**config.mk**
```make
export PLATFORM = sky130hd
export DESIGN_NAME = pipelined_rv_core_param
export DESIGN_NICKNAME = d
export VERILOG_FILES = /design/src/rtl/pipelined_rv_core_param.sv
export SDC_FILE = /design/constraint.sdc
export NUM_CORES = 1
export LEC_CHECK = 0
export CAP_MARGIN = 30
export CORE_MARGIN = 2
export CORE_UTILIZATION = 59
export CTS_CLUSTER_SIZE = 16
export DETAILED_ROUTE_END_ITERATION = 12
export PLACE_DENSITY = 0.75
export SYNTH_ARGS = -nofsm -noshare
export SYNTH_HDL_FRONTEND = slang
export SYNTH_SLANG_ARGS = --single-unit
```
**constraint.sdc**
```tcl
create_clock -name clk -period 7 [get_ports clk]
set_input_delay 0.7 -clock clk [delete_from_list [all_inputs] [get_ports clk]]
set_output_delay 0.7 -clock clk [all_outputs]
set_load 0.005 [all_outputs]
```
**src/rtl/pipelined_rv_core_param.sv**
```systemverilog
// pipelined_rv_core_param: 3-stage RV32I-subset core (fetch, execute, writeback); define RV_BRANCH_EN for BEQ/BNE with single-bubble flush
module pipelined_rv_core_param #(
   parameter int DATA_WIDTH = 8,
   parameter int NUM_REGS   = 16,
   parameter int PM_DEPTH   = 32,
   parameter int PM_ADDR_W  = $clog2(PM_DEPTH * 4),
   parameter int PC_W       = $clog2(PM_DEPTH)
) (
   input  logic                  clk,
   input  logic                  rst,
   input  logic                  run,
   input  logic                  pm_wr_en,
   input  logic [PM_ADDR_W-1:0]  pm_addr,
   input  logic [7:0]            instruction_in,
   output logic [DATA_WIDTH-1:0] alu_result,
   output logic                  wb_valid,
   output logic [PC_W-1:0]       pc_out
);
   localparam int RW = $clog2(NUM_REGS);
   localparam logic [6:0] OP_R = 7'b0110011;
   localparam logic [6:0] OP_I = 7'b0010011;
   logic [7:0] pm [PM_DEPTH*4];
   logic [DATA_WIDTH-1:0] regs [NUM_REGS];
   logic [PC_W-1:0] pc, next_pc;
   logic if_valid;
   logic [31:0] if_instr, fetch;
   logic [4:0] wb_rd, rd, rs1, rs2;
   logic [6:0] op, f7;
   logic [2:0] f3;
   logic [DATA_WIDTH-1:0] a, rv2, b, imm, res;
   logic sub, f3_ok, wr, flush;
   always_ff @(posedge clk)
      if (pm_wr_en) pm[pm_addr] <= instruction_in;
   assign fetch = {pm[{pc, 2'd3}], pm[{pc, 2'd2}], pm[{pc, 2'd1}], pm[{pc, 2'd0}]};
   assign {f7, rs2, rs1, f3, rd, op} = if_instr;
   assign imm = DATA_WIDTH'($signed(if_instr[31:20]));
   // WB forwarding per operand; x0 never forwards because WB never holds rd=0 as valid
   assign a   = (wb_valid && wb_rd != 5'd0 && wb_rd == rs1) ? alu_result :
                int'(rs1) < NUM_REGS ? regs[rs1[RW-1:0]] : '0;
   assign rv2 = (wb_valid && wb_rd != 5'd0 && wb_rd == rs2) ? alu_result :
                int'(rs2) < NUM_REGS ? regs[rs2[RW-1:0]] : '0;
   always_comb begin
      b     = op == OP_R ? rv2 : imm;
      sub   = op == OP_R && f7 == 7'b0100000;
      f3_ok = f3 == 3'd0 || f3 == 3'd2 || f3 == 3'd4 || f3 == 3'd6 || f3 == 3'd7;
      wr    = if_valid && rd != 5'd0 &&
              (op == OP_I ? f3_ok : op == OP_R && (f7 == 7'd0 ? f3_ok : sub && f3 == 3'd0));
      res   = f3 == 3'd0 ? (sub ? a - b : a + b) :
              f3 == 3'd2 ? DATA_WIDTH'($signed(a) < $signed(b)) :
              f3 == 3'd4 ? a ^ b :
              f3 == 3'd6 ? a | b : a & b;
   end
`ifdef RV_BRANCH_EN
   localparam logic [6:0] OP_B = 7'b1100011;
   logic [PC_W-1:0] if_pc;
   logic [12:0] imm_b;
   assign imm_b   = {if_instr[31], if_instr[7], if_instr[30:25], if_instr[11:8], 1'b0};
   assign flush   = run && if_valid && op == OP_B && (f3 == 3'd0 ? a == rv2 : f3 == 3'd1 && a != rv2);
   assign next_pc = flush ? if_pc + PC_W'($signed(imm_b) >>> 2) : pc + 1'b1;
   always_ff @(posedge clk)
      if (rst) if_pc <= '0;
      else if (run) if_pc <= pc;
`else
   assign flush   = 1'b0;
   assign next_pc = pc + 1'b1;
`endif
   always_ff @(posedge clk) begin
      if (rst) begin
         pc         <= '0;
         if_valid   <= 1'b0;
         if_instr   <= '0;
         wb_valid   <= 1'b0;
         wb_rd      <= '0;
         alu_result <= '0;
      end else if (run) begin
         pc       <= next_pc;
         if_valid <= !flush;
         if_instr <= fetch;
         wb_valid <= wr;
         wb_rd    <= rd;
         if (wr) alu_result <= res;
      end else begin
         wb_valid <= 1'b0;
      end
   end
   // the pending WB write commits even while stalled
   always_ff @(posedge clk)
      if (rst) for (int i = 0; i < NUM_REGS; i++) regs[i] <= '0;
      else if (wb_valid && wb_rd != 5'd0 && int'(wb_rd) < NUM_REGS) regs[wb_rd[RW-1:0]] <= alu_result;
   assign pc_out = pc;
endmodule

```
* After elaboration in Yosys (flattened, before gate mapping)
Memory sizes are Yosys's and may differ from the RTL's. A register that Yosys moved wholly into a read port is not among the register bits. Index checks and enable logic that the tools add are counted.
Word-level totals: bits in registers 20, bits in writable memories 1152, input bits 19, output and inout bits 14, memories 2
Operators by class: add/subtract/negate cells 3, $lt $le $gt $ge 4, eq/ne operators 9, mux-type cells 22, bitwise operators 4, reduce and logical (&&, ||, !) cells 20
Memories:
- pm | depth 128, width 8, read ports 4, clocked after Yosys merged registers in 4, wr ports 1, RTL line 22 | logic [7:0] pm [PM_DEPTH*4];
- regs | depth 16, width 8, read ports 2, clocked after Yosys merged registers in 0, wr ports 16, RTL line 23 | logic [DATA_WIDTH-1:0] regs [NUM_REGS];
Operator list (count):
- $mux W8 | 11
- $lt A5 B5 Y1 const B | 3
- $eq A7 B6 Y1 const B | 2
- $eq A5 B5 Y1 | 2
- $mux W1 | 10
- $reduce_bool A5 Y1 | 2
- $eq A3 B3 Y1 const B | 3
- $logic_and A1 B1 Y1 | 9
- $add A8 B8 Y8 | 1
- $and A8 B8 Y8 | 1
- $lt A8 B8 Y1 | 1
- $or A8 B8 Y8 | 1
- $reduce_or A8 Y1 | 1
- $sub A8 B8 Y8 | 1
- $xor A8 B8 Y8 | 1
- $eq A7 B5 Y1 const B | 1
- $logic_not A7 Y1 | 1
- $add A5 B1 Y5 const B | 1
- $logic_or A1 B1 Y1 | 4
- $mux W4 | 1
- $eq A3 B2 Y1 const B | 1
- $logic_not A3 Y1 | 1
- $reduce_and A2 Y1 | 1
- $reduce_or A2 Y1 | 1
- $not A1 Y1 | 1

* Depth between registers and ports, before layout
Gate-level depths: netlist of run 1.
word-level depth 10, gate-level depth with buffers 17, gate-level depth less buffers 15

* Least setup slack after synthesis of run 1
No wires, ideal clock.
path kind reg2reg, start register if_instr[20] (read register of pm), end register alu_result[7], arrival 3.852 ns, data required time 6.877 ns, setup slack 3.025 ns, cell stages (with the launch flop) 17, buffers on the path 4, clock period less this slack 3.975 ns, cells stage by stage dfxtp_1 > buf_2 > buf_4 > buf_4 > mux4_2 > mux2i_1 > a2111oi_0 > a21o_1 > mux2_2 > ha_1 > bufbuf_16 > and3_1 > a2111o_1 > o31ai_1 > xor2_1 > a2bb2oi_1 > a31oi_1
Between the ends: longest elaborated chain between the ends 9, elaborated cells on any way between the ends 17
RTL lines:
- from (decl) | RTL line 26 | logic [31:0] if_instr, fetch;
- $mem_v2 Z16 W8 (tied with other cells)
- $mux W8 or $logic_and A1 B1 Y1 (tied branches) | RTL line 41, 40
- $mux W8 | RTL line 40 | assign rv2 = (wb_valid && wb_rd != 5'd0 && wb_rd == rs2) ? alu_result :
- $mux W8 * | RTL line 43 | b = op == OP_R ? rv2 : imm;
- branches (longest 4 deep; another with $add A8 B8 Y8)
- $mux W8 * | RTL line 48 | res = f3 == 3'd0 ? (sub ? a - b : a + b) :
- to (signal assigned) | RTL line 81 | if (wr) alu_result <= res;
- to (decl) | RTL line 15 | output logic [DATA_WIDTH-1:0] alu_result,
Every way passes the cells marked *. A chain may end at the register's enable or synchronous reset.

* Worst setup path in the final report of run 1
start register if_instr[22] (read register of pm), end register alu_result[4]
The elaborated chain is that of the path after synthesis.

==> impl_metrics.tcl, run 1 <==
set metrics [dict create \
    cts_hold_buf 0 \
    met3_usage 0.05188 \
    cts_tree "built" \
    finalSetupViolCount 0 \
    hold_depth 1 \
    first_global_vias 26681 \
    hold_path_class "in2reg" \
    finalCritPeriodShare 0.6830 \
    r2r_end "alu_result[4]" \
    ys.flop_type "edfxtp_1" \
    gr-total-overflow 0 \
    cts_buffers 114 \
    p_seq_frac 0.525 \
    relSlewSlack 0.3089 \
    route.detailed.drc 0 \
    status "completed" \
    drtIter0Drc 3326 \
    p_switching_mw 3.403 \
    synth-compound-area-share 0.05270 \
    peakVddDrop_uv 228.1 \
    finalNetCount 2879 \
    synth_top_family_by_area "multiplexers" \
    yosys-top-cells-count "edfxtp_1 (1152), nor2_1 (274), mux4_2 (256), mux2i_1 (158), and2_1 (122)" \
    final-hold-violation-count 0 \
    grt_use_met2 0.4403 \
    cts_sinks 1204 \
    clk_pin_slew_worst_paths_ns 0.07 \
    start_kind "flop" \
    die_h_um 294.5 \
    synth.area.top_cells "edfxtp_1 (69%), mux4_2 (12%), mux2i_1 (3.2%), dfxtp_1 (2.1%), nor2_1 (2.1%)" \
    clock_latency_ns 0.71 \
    grt_pass1_wl_mm 175.4 \
    initial_utilization 0.5959 \
    portBuffers 32 \
    synth-adder-area-share 0.007087 \
    ys_types 61 \
    synth_top_cell_by_area "edfxtp_1" \
    power_frac_comb 0.072 \
    reg2regPathDepth 15 \
    cts-root-buf "clkbuf_16" \
    ys_seq_area_frac 0.7157 \
    synthCells 2808 \
    internal_power_mw 11.94 \
    drive_gt1_frac 0.1812 \
    hold-path-endpoint "regs[0][6]" \
    drtAntennaViolNets 0 \
    avgSynthCellArea_um2 17.73 \
    totalWireLength_mm 118.4 \
    swShare 0.2218 \
    skew_ns 0.02515 \
    tightest_slew_ns 1.035 \
    die_w_um 294.5 \
    synth_top_area_frac 0.6948 \
    grt_use_met1 0.3932 \
    rows 106 \
    p_leak_nw 17.17 \
    path_class "reg2reg" \
    synth_async_sr_flop_share 0 \
    cts_max_level 3 \
    clockPowerShare 0.403 \
    critPathCaptureType "flop" \
    worst-path-max-fanout 21 \
    pin_count 33 \
    hpwl_mm 71.98 \
    synth_enable_flop_cells 1152 \
    area_growth_syn_to_layout_pct 10.22 \
    die-area_um2 86720 \
    drv_slew 0 \
    fin_util 0.6568 \
    ys_seq_elements 1204 \
    crit_arrival_ns 5.41 \
    rsz0062_at_grt "no" \
    grt_max_degree 113 \
    synth_xor_area_frac 0.002815 \
    diodes 0 \
    regToRegSetupSlack_ns 2.22 \
    hold-worst-slack_ns 0.3473 \
    min-delay-start "rst" \
    postCtsSetupRepairBufs 0 \
    fmax_ghz 0.2092 \
    yosysWarnings 0 \
    synth.cell_area_um2 49790 \
    core-area_um2 83560 \
    wl_per_cell_um 29.52 \
    vias_per_cell 6.741 \
    grt-busiest-layer "met2" \
    final_cells 4011 \
    fin_crit_ns 4.781 \
    grt_usage 0.2761 \
    clock_path_buffers 3 \
    antenna_found_initial 1 \
    cts_resized 0 \
    first_pass_iters 6 \
    route.vias.total 27038 \
    synth.most_common_cell "edfxtp_1" \
    routabilityCongestion 0.9097 \
    yosys.area_share.simple 0.05318 \
    r2r-start "if_instr[22]" \
    synthMuxAreaShare 0.1512 \
    p_per_area_nw_per_um2 279.6 \
    critPathRequiredTime_ns 7.63 \
    drv_cap 0 \
    setup_tns_ns 0 \
    dp_cells 3793 \
]
==> area by class of cell <==
type / count / area [um^2]
Inverter: 14 / 52.55
Clock inverter: 75 / 747.0
Tap cell: 1080 / 1351
Timing Repair Buffer: 82 / 753.2
Clock buffer: 139 / 2989
Sequential cell: 1204 / 35650
Fill cell: 5413 / 28680
Multi-Input combinational cell: 1417 / 13330
==> power groups by stage <==
stage          Clock, mW  Combinational, mW  Sequential [mW]
6_report            6.18               1.11             8.06
5_1_grt             6.48               1.18             8.06
4_1_cts             6.22               1.10             8.06
3_5_place_dp           0               1.09             8.21
3_3_place_gp           0               1.07             8.20
2_1_floorplan          0              0.789             8.13
==> flip-flops by register name, indices dropped and copies added, names as in the netlist <==
name / count
alu_result: 8
if_instr: 32
if_valid: 1
pc_out: 5
pm: 1024
regs: 128
wb_rd: 5
wb_valid: 1
==> cells in the final DEF (no fill, tap or decap), drive strengths merged, types with 40 or more instances in the layout <==
| master | instances |
|---|---|
| a2111oi | 42 |
| and2 | 122 |
| a21oi | 89 |
| buf | 59 |
| mux4 | 256 |
| clkbuf | 139 |
| o221ai | 64 |
| nand2 | 40 |
| mux2i | 158 |
| edfxtp | 1152 |
| nor2 | 274 |
| o21ai | 83 |
| dfxtp | 52 |
| a211oi | 47 |
| clkinv | 52 |
==> how the worst max path moves through the flow <==
| stage | start | to | slack [ns] |
|---|---|---|---|
| 2_1_floorplan | if_instr[20] | alu_result[7] | 3.02 |
| 3_3_place_gp | if_instr[15] | alu_result[4] | 2.33 |
| 3_5_place_dp | if_instr[15] | alu_result[4] | 2.28 |
| 4_1_cts | if_instr[15] | alu_result[4] | 2.25 |
| 5_1_grt | if_instr[20] | alu_result[6] | 1.91 |
| 6_report | if_instr[22] | alu_result[4] | 2.22 |
==> routing by layer <==
layer	share of wire	vias to the layer above
li1	-	11372
met2	0.49	1487
met3	0.092	222
met1	0.39	13955
met5	0.00010	-
met4	0.030	2
==> worst max-delay path, stage by stage (launching register included) <==
cell and delay (ns):
dfxtp_1 0.98, buf_4 0.32, mux4_2 0.20, mux2i_1 0.08
a2111oi_0 0.76, a21o_1 0.17, mux2_2 0.17, ha_1 0.18
inv_1 0.07, fa_1 0.46, or2b_2 0.18, a21oi_1 0.08
or4_4 0.43, a211o_1 0.26, and3_1 0.17, a211oi_2 0.20
==> per-stage QoR <==
step	setup WS (ns)	total power, mW	instance area (um^2)
after detailed placement	2.278	9.297	51050
after CTS	2.254	15.37	54780
after global routing	1.914	15.73	54880
after floorplan	3.025	8.916	49810
final	2.219	15.34	54880
after global placement	2.330	9.272	51030
==> cells by family (layout without fill, tap and decap cells) <==
logic type / after synthesis / in the layout
flip-flops: 1204 / 1204
AND/OR/NAND/NOR: 544 / 544
multiplexers: 430 / 430
AO/OA/AOI/OAI: 392 / 392
buffers and inverters: 194 / 310
adder cells (fa/ha/maj): 27 / 27
XOR/XNOR: 16 / 16
other: 1 / 8
No activity file was read; power rests on OpenSTA's default activity.
==> run 2: changes to the inputs <==
- clock period: 7 -> 4.96 ns (I/O delays scaled with it)
==> run 2 against run 1 <==
Compared with the run above:
- first-iteration DRC count is 12% higher
- utilization rose by 0.25 points
- sequential share of layout area down 0.25 points
- final area rose by 0.39%
- clock skew increased by 0.021 ns
- register-to-register slack got worse by 1.7 ns
- hold slack got worse by 0.045 ns
- non-clock buffer count is 14 higher
- flip-flop and latch count is the same
- critical path type unchanged
- largest cell class unchanged
- largest power group unchanged
- highest routed layer is now met4
==> impl_metrics.tcl, run 2 (same netlist as run 1, synthesis figures left out) <==
set metrics [dict create \
    final_common_cell "edfxtp_1" \
    route.vias.total 27252 \
    wl_per_cell_um 29.52 \
    drive_gt1_frac 0.1904 \
    vias_per_cell 6.769 \
    drtIter0Drc 3720 \
    portBuffers 32 \
    grt_usage 0.2764 \
    fmax_ghz 0.2248 \
    place_area_um2 51260 \
    crit_chain "buf_4 -> mux4_2 -> mux2_2 -> a21oi_1 -> o21ai_0 -> ha_1 -> nor3_1 -> a2111oi_0 -> nand3_1 -> a21oi_1 -> nor3b_1 -> o21a_1" \
    die-area_um2 86720 \
    first_global_vias 26882 \
    fin_util 0.6593 \
    start_kind "flop" \
    crit_arrival_ns 5.00 \
    cts_max_level 3 \
    path_class "reg2reg" \
    first_pass_iters 5 \
    drv_cap 0 \
    multiInputGateArea_um2 13330 \
    hpwl_mm 73.32 \
    regMostFlops "pm" \
    fin_ws_ns 0.5120 \
    min-delay-start "rst" \
    clockPowerShare 0.406 \
    postCtsSetupRepairBufs 0 \
    pin_count 33 \
    hold_path_class "in2reg" \
    internal_power_mw 16.93 \
    p_per_area_nw_per_um2 395.8 \
    pre_cts_ws_ns 0.6152 \
    final-hold-violation-count 0 \
    setup_tns_ns 0 \
    swShare 0.2232 \
    drv_slew 0 \
    skew_ns 0.04575 \
    die_h_um 294.5 \
    core-area_um2 83560 \
    area.sequential_um2 35650 \
    cts_resized 0 \
    area_growth_syn_to_layout_pct 10.65 \
    peakVddDrop_uv 381.6 \
    final_cell_mix "edfxtp_1 (1152), nor2_1 (274), mux4_2 (256)" \
    reg_top3 "pm (1024), regs (128), if_instr (32)" \
    p_switching_mw 4.867 \
    p_seq_frac 0.520 \
    finalCritPeriodShare 0.8968 \
    initial_utilization 0.5959 \
    slowest_stage "a2111oi_0" \
    cts_tree "built" \
    clk_pin_slew_worst_paths_ns 0.06 \
    largest_reg_flops 1024 \
    finalSetupViolCount 0 \
    cts_buffers 114 \
    cts_sinks 1204 \
    tightest_slew_ns 1.022 \
    route.detailed.drc 0 \
    grt_pass1_wl_mm 176.0 \
    critPathRequiredTime_ns 5.52 \
    relSlewSlack 0.3175 \
    hold_depth 2 \
    status "completed" \
    reg2regPathDepth 12 \
    max_stage_delay_ns 0.72 \
    finalNetCount 2893 \
    fin_crit_ns 4.448 \
    cts_hold_buf 0 \
    gr-total-overflow 0 \
    worst-path-max-fanout 17 \
    fill_cells 5435 \
    cts-root-buf "clkbuf_16" \
    drtAntennaViolNets 0 \
    p_leak_nw 17.29 \
    rows 106 \
    diodes 0 \
    antenna_found_initial 1 \
    crit_path_start "if_instr[15]" \
    grt_max_degree 117 \
    clock_path_buffers 3 \
    die_w_um 294.5 \
    clock_latency_ns 0.70 \
    rsz0062_at_grt "no" \
    cpMostUsedCell "a21oi_1" \
    fin_area_um2 55090 \
    totalWireLength_mm 118.9 \
    routabilityCongestion 0.9458 \
    critPathCaptureType "flop" \
    r2r-start "if_instr[15]" \
    power_frac_comb 0.074 \
]
## run 2: cell types whose count changed in the layout (fill, tap and decap cells not counted), moves of 4 or more
| cell | before | now |
|---|---|---|
| buf_4 | 51 | 63 |
| clkinv_2 | 21 | 32 |
| clkinv_1 | 27 | 18 |
| buf_12 | 2 | 8 |
| clkbuf_1 | 23 | 18 |
| clkbuf_8 | 0 | 4 |
## run 2: path summary, 6_finish.rpt
check	to	slack [ns]
worst max-delay path	alu_result[5]	0.51
worst min register to register	if_valid	0.46
worst max register to register	alu_result[5]	0.51
worst min-delay path	pc_out[0]	0.30
## run 2: final cells by class
cell class,count,area share
Multi-Input combinational cell,1417,0.2420
Timing Repair Buffer,96,0.01576
Tap cell,1080,0.02453
Inverter,14,0.0009539
Clock inverter,77,0.01465
Sequential cell,1204,0.6472
Clock buffer,138,0.05492
## run 2: through the flow
stage,power (mW),hold slack (ns),std cells
after global routing,22.36,0.3086,4026
after floorplan,12.58,0.4347,2815
after detailed placement,13.15,0.4544,3811
after CTS,21.85,0.2743,4026
final,21.80,0.3027,4026
after global placement,13.12,0.4485,3810
## run 2: power by group through the flow
stage	Combinational [mW]	Clock, mW	Sequential [mW]
after global routing	1.71	9.30	11.4
final	1.61	8.85	11.3
after global placement	1.56	0	11.6
after CTS	1.60	8.90	11.3
after detailed placement	1.59	0	11.6
after floorplan	1.11	0	11.5
## run 2: metal layers
| metal | track usage | wire length (um) | share of wire | up-vias |
|---|---|---|---|---|
| met3 | 0.04427 | 10780 | 0.091 | 194 |
| met5 | 0 | 0 | 0 | - |
| met1 | 0.4044 | 47600 | 0.40 | 14097 |
| met4 | 0.08910 | 3459 | 0.029 | 0 |
| met2 | 0.4325 | 57010 | 0.48 | 1559 |
| li1 | - | - | - | 11402 |
## run 2: critical path: cells and delay by family (launching register included)
kind	cells	cell delay, ns
AND/OR/NAND/NOR	3	0.35
adder cells (fa/ha/maj)	1	0.54
buffers and inverters	1	0.44
flip-flops	1	0.65
AO/OA/AOI/OAI	5	1.48
multiplexers	2	0.82
